--- src/rtl/hex_cmp_pkg.sv ---
// Shared types for the serial hex comparator.
// One digit slice is reused for every nibble of the operands.
package hex_cmp_pkg;

    localparam int DIGIT_W = 4;

    typedef enum logic [1:0] {
        IDLE,
        COMPARE,
        DONE
    } cmp_state_t;

    typedef struct packed {
        logic e;
        logic l;
        logic g;
    } cmp_res_t;

endpackage

--- src/rtl/digit_compare_slice.sv ---
// Combinational magnitude compare of one hex digit.
// Shared by the controller across all digit positions.
module digit_compare_slice
    import hex_cmp_pkg::*;
(
    input  logic [DIGIT_W-1:0] a,
    input  logic [DIGIT_W-1:0] b,
    output logic               eq,
    output logic               lt,
    output logic               gt
);

    assign eq = (a == b);
    assign lt = (a < b);
    assign gt = (a > b);

endmodule

--- src/rtl/serial_hex_compare_ctrl.sv ---
// Digit-serial WIDTH-bit comparator, MSB digit first, with
// e/l/g cascade inputs and valid/ready start and result ports.
module serial_hex_compare_ctrl
    import hex_cmp_pkg::*;
#(
    parameter  int WIDTH      = 16,
    parameter  bit EARLY_EXIT = 1'b1,
    localparam int NDIG       = WIDTH / DIGIT_W,
    localparam int CNT_W      = $clog2(NDIG + 1)
) (
    input  logic             clk,
    input  logic             rst_n,
    input  logic             start_valid,
    output logic             start_ready,
    input  logic [WIDTH-1:0] a,
    input  logic [WIDTH-1:0] b,
    input  logic             e,
    input  logic             l,
    input  logic             g,
    output logic             res_valid,
    input  logic             res_ready,
    output logic             E,
    output logic             L,
    output logic             G,
    output logic [CNT_W-1:0] cycles,
    output logic             busy
);

    cmp_state_t       state_q, state_d;
    logic [WIDTH-1:0] a_q, a_d, b_q, b_d;
    logic [CNT_W-1:0] idx_q, idx_d, cnt_q, cnt_d;
    logic [CNT_W-1:0] cycles_q, cycles_d;
    logic             diff_q, diff_d;
    cmp_res_t         casc_q, casc_d;
    cmp_res_t         dres_q, dres_d;
    cmp_res_t         res_q, res_d;

    logic [DIGIT_W-1:0] a_dig, b_dig;
    logic               s_eq, s_lt, s_gt;
    logic               accept, last;

    always_comb begin
        a_dig = '0;
        b_dig = '0;
        for (int i = 0; i < NDIG; i++) begin
            if (idx_q == CNT_W'(i)) begin
                a_dig = a_q[i*DIGIT_W +: DIGIT_W];
                b_dig = b_q[i*DIGIT_W +: DIGIT_W];
            end
        end
    end

    digit_compare_slice u_slice (
        .a  (a_dig),
        .b  (b_dig),
        .eq (s_eq),
        .lt (s_lt),
        .gt (s_gt)
    );

    assign accept = (state_q == IDLE) && start_valid;
    assign last   = (idx_q == '0) || (EARLY_EXIT && !s_eq);

    always_ff @(posedge clk or negedge rst_n) begin
        if (!rst_n) state_q <= IDLE;
        else        state_q <= state_d;
    end

    always_comb begin
        state_d = state_q;
        unique case (state_q)
            IDLE:    if (start_valid) state_d = COMPARE;
            COMPARE: if (last)        state_d = DONE;
            DONE:    if (res_ready)   state_d = IDLE;
            default: state_d = IDLE;
        endcase
    end

    always_comb begin
        start_ready = (state_q == IDLE);
        res_valid   = (state_q == DONE);
        busy        = (state_q != IDLE);
    end

    always_comb begin
        a_d      = a_q;
        b_d      = b_q;
        idx_d    = idx_q;
        cnt_d    = cnt_q;
        cycles_d = cycles_q;
        diff_d   = diff_q;
        casc_d   = casc_q;
        dres_d   = dres_q;
        res_d    = res_q;
        if (accept) begin
            a_d    = a;
            b_d    = b;
            casc_d = '{e: e, l: l, g: g};
            idx_d  = CNT_W'(NDIG - 1);
            cnt_d  = '0;
            diff_d = 1'b0;
        end else if (state_q == COMPARE) begin
            cnt_d = cnt_q + 1'b1;
            // Only the most significant differing digit decides L/G.
            if (!s_eq && !diff_q) begin
                diff_d = 1'b1;
                dres_d = '{e: 1'b0, l: s_lt, g: s_gt};
            end
            if (last) begin
                res_d    = diff_d ? dres_d : casc_q;
                cycles_d = cnt_q + 1'b1;
            end else begin
                idx_d = idx_q - 1'b1;
            end
        end
    end

    always_ff @(posedge clk or negedge rst_n) begin
        if (!rst_n) begin
            a_q      <= '0;
            b_q      <= '0;
            idx_q    <= '0;
            cnt_q    <= '0;
            cycles_q <= '0;
            diff_q   <= 1'b0;
            casc_q   <= '0;
            dres_q   <= '0;
            res_q    <= '0;
        end else begin
            a_q      <= a_d;
            b_q      <= b_d;
            idx_q    <= idx_d;
            cnt_q    <= cnt_d;
            cycles_q <= cycles_d;
            diff_q   <= diff_d;
            casc_q   <= casc_d;
            dres_q   <= dres_d;
            res_q    <= res_d;
        end
    end

    assign E      = res_q.e;
    assign L      = res_q.l;
    assign G      = res_q.g;
    assign cycles = cycles_q;

endmodule
--- config.mk ---
export PLATFORM = sky130hd
export DESIGN_NAME = serial_hex_compare_ctrl
export DESIGN_NICKNAME = d
export VERILOG_FILES = /design/src/rtl/hex_cmp_pkg.sv /design/src/rtl/digit_compare_slice.sv /design/src/rtl/serial_hex_compare_ctrl.sv
export SDC_FILE = /design/constraint.sdc
export NUM_CORES = 1
export LEC_CHECK = 0
export ABC_AREA = 1
export BUFFER_PORTS_ARGS = -buffer_cell sky130_fd_sc_hd__buf_4
export CAP_MARGIN = 20
export CORE_MARGIN = 2
export CORE_UTILIZATION = 60
export CTS_CLUSTER_DIAMETER = 100
export DETAILED_ROUTE_END_ITERATION = 7
export HOLD_SLACK_MARGIN = 0.02
export PLACE_DENSITY_LB_ADDON = 0.1
export SLEW_MARGIN = 15
export SYNTH_ARGS = -nofsm -noshare
export SYNTH_HDL_FRONTEND = slang
export SYNTH_HIERARCHICAL = 1
export SYNTH_SLANG_ARGS = --single-unit
--- constraint.sdc ---
create_clock -name clk -period 4.72 [get_ports clk]
set_input_delay 0 -clock clk [delete_from_list [all_inputs] [get_ports clk]]
set_output_delay 0 -clock clk [all_outputs]
set_load 0.05 [all_outputs]
Yosys cells after proc, flatten, opt, wreduce, memory -nomap -nowiden
Index checks and enable logic that the tools add are counted.
{ "word_totals": {"in_bits": 39, "register_bits": 53, "output_inout_bits": 9, "elab_cells": 68} }
{ "classes": {"addsub": 2, "n_eq_ne": 10, "bitwise": 1, "n_lt_le_gt_ge": 2, "n_reduce_logical": 13, "mux": 24} }
{ "op_table": {"columns": ["cell", "count"], "rows": [
  ["two-way mux 4 bit", 8],
  ["two-way mux 3 bit", 7],
  ["equality test 3 x 2 -> 1 bit, second input constant", 2],
  ["two-way mux 2 bit", 3],
  ["inequality test 2 bit, second input constant", 3],
  ["case mux 2 bit (3 select lines)", 1],
  ["AND reduction 3 bit", 2],
  ["two-way mux 1 bit", 5],
  ["equality test 4 bit", 1],
  ["> comparator 4 bit", 1],
  ["less-than comparator 4 bit", 1],
  ["AND reduction 2 bit", 2],
  ["nonzero test 2 bit", 2],
  ["adder 3 x 1 -> 3 bit, second input constant", 1],
  ["equality test 3 x 1 -> 1 bit, second input constant", 1],
  ["zero test 3 bit", 1],
  ["subtractor 3 x 1 -> 3 bit, second input constant", 1],
  ["equality test 2 x 1 -> 1 bit, second input constant", 1],
  ["equality test 2 bit, second input constant", 1],
  ["logical AND 1 bit", 2],
  ["zero test 1 bit", 2],
  ["zero test 2 bit", 1],
  ["inequality test 2 x 1 -> 1 bit, second input constant", 1],
  ["logical OR 1 bit", 1],
  ["NOT 1 bit", 1]
]} }

Longest topological paths before layout
{ "depth": {"depth_word": 13, "ltp_mapped": 20, "ltp_nobuf": 20} }

Modules after synthesis
Netlist, hierarchy kept.
{ "by_module_without_submodules": {"columns": ["module", "cells_per_inst", "instances", "area_per_inst_um2"], "rows": [
  ["serial_hex_compare_ctrl", 340, 1, 2663.8],
  ["digit_compare_slice", 20, 1, 115.1]
]} }

Least setup slack after synthesis
OpenSTA, ideal clock, no wires.
{ "synth_path": {"path_kind": "register -> register", "from": "reg idx_q[0]", "to": "reg res_q, in the netlist G", "arrival_time_ns": 2.293, "path_stages_with_launch": 18, "required_ns": 4.602, "path_buffers": 0, "slack_ns": 2.309, "cell_sequence": "dfrtp_1 inv_1 ha_1 inv_1 nor2_2 inv_1 nand3_1 nand2_1 nand2_1 inv_1 ha_1 nand2_1 nor2_1 nor2_1 nand2_1 nand3_1 nand2_1 nand2_1"} }
{ "synth_via": {"elab_chain_cells": 12} }
{ "synth_rtl": {"columns": ["item", "line_no", "rtl"], "rows": [
  ["from (decl)", "serial_hex_compare_ctrl.sv:31", "logic [CNT_W-1:0] idx_q, idx_d, cnt_q, cnt_d;"],
  ["from (signal assigned)", "serial_hex_compare_ctrl.sv:132", "idx_q <= idx_d;"],
  ["zero test 3 bit", "serial_hex_compare_ctrl.sv:46", "if (idx_q == CNT_W'(i)) begin"],
  ["two-way mux 4 bit (3 in series)", "serial_hex_compare_ctrl.sv:46", null],
  ["two-way mux 4 bit (*)", "serial_hex_compare_ctrl.sv:46", null],
  ["via b_dig[3]", "serial_hex_compare_ctrl.sv:38", "logic [DIGIT_W-1:0] a_dig, b_dig;"],
  ["equality test 4 bit (*)", "digit_compare_slice.sv:13", "assign eq = (a == b);"],
  ["via s_eq", "serial_hex_compare_ctrl.sv:39", "logic s_eq, s_lt, s_gt;"],
  ["zero test 1 bit (*)", "serial_hex_compare_ctrl.sv:62, serial_hex_compare_ctrl.sv:105", null],
  ["logical AND 1 bit", "serial_hex_compare_ctrl.sv:105", "if (!s_eq && !diff_q) begin"],
  ["two-way mux 1 bit", "serial_hex_compare_ctrl.sv:105", null],
  ["two-way mux 1 bit", "serial_hex_compare_ctrl.sv:102", "end else if (state_q == COMPARE) begin"],
  ["two-way mux 1 bit", "serial_hex_compare_ctrl.sv:95", "if (accept) begin"],
  ["two-way mux 3 bit", "serial_hex_compare_ctrl.sv:110", "res_d = diff_d ? dres_d : casc_q;"],
  ["to (signal assigned)", "serial_hex_compare_ctrl.sv:138", "res_q <= res_d;"],
  ["to (decl)", "serial_hex_compare_ctrl.sv:36", "cmp_res_t res_q, res_d;"]
]} }
The timed path passes the listed nets; every way through them passes the cells marked *. The select of a mux whose other input is x is not followed.
A chain may end at the register's enable or synchronous reset.

Worst setup path after layout
{ "layout_path": {"from": "reg idx_q[1]", "to": "reg res_q, in the netlist G"} }
The elaborated chain is that of the path after synthesis.

==> summary.md <==
| Metric | Value |
|---|---|
| Max stage delay cell, worst path | `ha_1` |
| Worst IR drop on VDD | `between 0.0003 and 0.0004 V` |
| Top-level port count | `48` |
| R2r endpoint | `G$_DFFE_PN0P_` |
| Total power | `2320 uW` |
| Synthesized Nets | `409` |
| Cell Area, Synth | `0.00278 mm^2` |
| Fraction of power spent switching nets | `around 47%` |
| Commonest register cell after synthesis | `dfrtp_1` |
| Total Neg Setup Slack | `0 ps` |
| # DRC | `0` |
| Core area | `0.00441 mm^2` |
| Horizontal extent of the die | `72.1 um` |
| Sequential standard cell area | `0.00133 mm^2` |
| Setup repair after global routing missed its margin | `no` |
| Clock tree buffer depth | `2` |
| Final net count | `491` |
| Post-synthesis share of cell area spent on and, or, nand and nor gates | `a little under a third` |
| Overall routed net length | `between 6 and 7 mm` |
| Pwr dens | `645 mW/mm^2` |
| Count of flip-flops with a built-in enable after synthesis | `0` |
| Complex-gate fraction of the synthesized area | `6.08%` |
| Leading cell types by count after synthesis | `162 x nand2_1, 53 x dfrtp_1, 43 x inv_1` |
| CTS tree | `built` |
| Max Slew Vio Count | `0` |
| Cts-stage hold buffer count | `37` |
| Antenna Nets Post-Route | `0` |
| Critical-path maximum fanout | `16` |
| Arrival time of data at the critical path endpoint | `3050 ps` |
| Clock group share of total power | `12.9%` |
| Share of the yosys chip area belonging to registers | `between 40% and 50%` |
| Worst R2R Setup Slack | `1880 ps` |
| Status | `finished clean` |
| Number of distinct library cells after synthesis | `24` |
| Summed area of non-filler cells in the final layout | `0.00359 mm^2` |
| Avg WL per Cell | `12.7 um` |
| Proportion of register bits with asynchronous set or reset after synthesis | `100%` |
| Depth of the most critical reg-to-reg path | `15` |
| Total gr overflow | `0` |
| CTS clock-pin slew for the worst setup and hold paths | `90 ps` |
| Max Clock Freq | `0.353 GHz` |
| Max Clock Skew | `5.89 ps` |
| Placed insts | `450` |
| Postcts setup bufs | `0` |
| Gr usage total | `between 20% and 30%` |
| Critical Path, Cell by Cell | `inv_1 -> ha_1 -> nand3_1 -> nand3_1 -> nand2_1 -> nand2_1 -> inv_1 -> ha_1 -> nand2_1 -> nor2_1 -> nor2_1 -> nand2_1 -> nand3_1 -> nand2_1 -> nand2_1` |
| Classification of the worst-slack hold path | `in -> reg` |
| Post-detail-place hpwl | `slightly below 4 mm` |
| Critical Setup Path Class | `reg -> reg` |
| Pin count of the biggest net entering global routing | `54` |
| Area fraction of the dominant cell type after synthesis | `a little under half` |
| Port Buffer Count | `47` |
| Fraction of final layout cells sized beyond drive strength 1 | `17.2%` |
| Top cell by count, worst path | `nand2_1` |
| Via Count | `2500` |
| Max-capacitance violation count | `0` |
| Logic pwr share | `between 50% and 60%` |
| Slowest cell delay on critical path | `520 ps` |
| Clk_lat worst skew | `about 310 ps` |
| Transition time at the pin with the least slew margin | `667 ps` |
| Fraction of the cycle the final worst path needs | `60.1%` |
| Worst r2r src | `idx_q[1]$_DFFE_PN0P_` |
| Sink count of the clock tree | `53` |
| Share of synthesized cell area in full adder, half adder and majority cells | `4.50%` |
| Post-Synthesis Mean Instance Area | `7.72 um^2` |
| Number of storage elements in the synthesis netlist | `between 50 and 60` |
| WP buf/inv | `2` |
| Cell type with the highest aggregate area in the netlist | `dfrtp_1` |
| Starting utilization of the core area | `63.0%` |
| Cell family with most CP delay | `simple AND/OR/NAND/NOR gates` |
| Number of gates given a new drive strength after cts | `0` |
| Synthesized instance count | `360` |
| Hold path cells | `3` |
| DIE AREA | `0.00519 mm^2` |
| Setup crit start kind | `register` |
| WHS Endpoint | `state_q[0]$_DFFE_PN0P_` |
| Floorplan die height | `72.1 um` |
| Required @ worst endpoint | `4930 ps` |
| Leakage power of the design | `roughly 0.002 uW` |
| Seq pwr share | `approximately 34%` |
| Sw power | `1080 uW` |
| Final antenna diode count | `0` |
| Setup crit end kind | `register` |
| Number of buffers inserted during clock tree synthesis | `5` |
| Min-delay src | `start_valid` |
| Initial antenna violation count | `0` |
| Wire length of the first global-routing pass | `10.6 mm` |
| RD Place Congestion | `slightly above 0.8` |
| Clock root buffer | `clkbuf_8` |
| Library cell with the highest instance count after synthesis | `nand2_1` |
| Ranking of synthesized cells by area | `dfrtp_1 48%, nand2_1 22%, inv_1 5.8%, nand3_1 5.4%, ha_1 4.5%` |
| Worst slew margin relative to its limit | `55.5%` |
| Total iterations of the first detailed-routing run | `4` |
| Multi-input combinational cell area | `0.00119 mm^2` |
| Fillers | `~300` |
| DRT iter0 DRCs | `141` |
| Setup-failing EPs final | `0` |
| Min Clock Period, post-route | `approximately 2800 ps` |
| Area added between synthesis and finish | `29.4%` |
| Cell area reported after detailed placement | `0.00312 mm^2` |
| Final instance count without filler cells | `~500` |
| Synth warn | `6` |
| Cell-internal power | `1230 uW` |
| H-tree depth | `2` |
| Total number of placement rows | `24` |
| Number of hold violations in the final report | `0` |
| Fraction of synthesized area in multiplexers | `0%` |
| Vias in the first global route | `2459` |
| Largest family of logic cells by synthesized area | `simple AND/OR/NAND/NOR gates` |
| Detailed-route vias per instance | `5.06` |
| Parity-gate share of the synthesized area counting xor and xnor cells | `0.630%` |
==> layout by cell type, fill, tap and decap left out <==
| master | netlist | routed |
|---|---|---|
| dlygate4sd3_1 | 0 | 37 |
| a21oi_1 | 2 | 2 |
| nand2_2 | 2 | 2 |
| nor2_1 | 13 | 13 |
| inv_6 | 1 | 1 |
| buf_4 | 0 | 47 |
| bufinv_16 | 0 | 1 |
| inv_2 | 3 | 3 |
| clkinv_2 | 0 | 1 |
| ha_1 | 10 | 10 |
| nand2_1 | 162 | 162 |
| xor2_1 | 2 | 2 |
| nor2_4 | 2 | 2 |
| dfrtp_1 | 53 | 53 |
| inv_1 | 43 | 43 |
| clkbuf_8 | 0 | 5 |
| o21ai_2 | 10 | 10 |
| o21ai_1 | 6 | 6 |
| nor2_2 | 2 | 2 |
| o21ai_0 | 4 | 4 |
| o31ai_1 | 1 | 1 |
| o22ai_1 | 1 | 1 |
| nand3_1 | 30 | 30 |
| and2_1 | 1 | 1 |
| nand2_4 | 2 | 2 |
| a21boi_0 | 1 | 1 |
==> kinds of logic (layout without fill, tap and decap cells) <==
logic type | count (synthesis) | after routing
XOR/XNOR | 2 | 2
AND/OR/NAND/NOR | 214 | 214
buffers and inverters | 56 | 138
AO/OA/AOI/OAI | 25 | 25
flip-flops | 53 | 53
adder cells (fa/ha/maj) | 10 | 10
==> state kept, by name (all words and copies together) (netlist names) <==
register	flops
a_q	16
b_q	16
casc_q	3
cnt_q	3
cycles	3
dres_q	3
idx_q	3
state_q	2
E	1
G	1
L	1
diff_q	1
==> how the worst max path moves through the flow <==
stage	cells past startpoint	start	to	slack, ps
after CTS	17	idx_q[0]$_DFFE_PN0P_	G$_DFFE_PN0P_	1900
after global placement	17	idx_q[0]$_DFFE_PN0P_	L$_DFFE_PN0P_	2090
after detailed placement	17	idx_q[0]$_DFFE_PN0P_	cycles[2]$_DFFE_PN0P_	1940
final	15	idx_q[1]$_DFFE_PN0P_	G$_DFFE_PN0P_	1880
after floorplan	17	idx_q[0]$_DFFE_PN0P_	G$_DFFE_PN0P_	2310
after global routing	17	idx_q[0]$_DFFE_PN0P_	cycles[2]$_DFFE_PN0P_	1570
==> tightest hold or removal path: cells and delay by family <==
kind	cells	cell delay (ps)
and+or+nand+nor	2	330
buffers and inverters	1	90
==> metrics by stage <==
| stage | setup WS, ps | util [%] | hold WS (ps) |
|---|---|---|---|
| floorplan | 2310 | - | -296 |
| global placement | 2090 | 70.7 | 69.6 |
| detailed placement | 1940 | 70.7 | 74.6 |
| CTS | 1900 | 81.4 | 151 |
| global route | 1570 | 81.4 | 164 |
| finish | 1880 | 81.4 | 153 |
==> power groups by stage <==
stage | clock, uW | sequential (uW) | combinational (uW)
2_1_floorplan | 0 | 823 | 890
3_3_place_gp | 0 | 773 | 1160
3_5_place_dp | 0 | 780 | 1200
4_1_cts | 305 | 773 | 1240
5_1_grt | 321 | 797 | 1400
6_report | 298 | 776 | 1240
==> per-layer routing <==
layer | GRT usage, % | vias up | share of wire (%)
met5 | 0 | - | 0
met4 | 9.01 | 0 | 1.8
met3 | 4.17 | 11 | 4.4
met2 | 45.7 | 70 | 49
met1 | 34.5 | 1155 | 45
li1 | - | 1264 | -
==> area by class of cell <==
type	count	share of cell area, %
well taps	52	1.81
flip-flops and latches	53	36.9
repair buffers	84	20.1
clock inverters	2	0.975
clock buffers	5	1.91
multi-input cells	251	33.2
inverters	47	5.05
No activity file was read; power rests on OpenSTA's default activity.
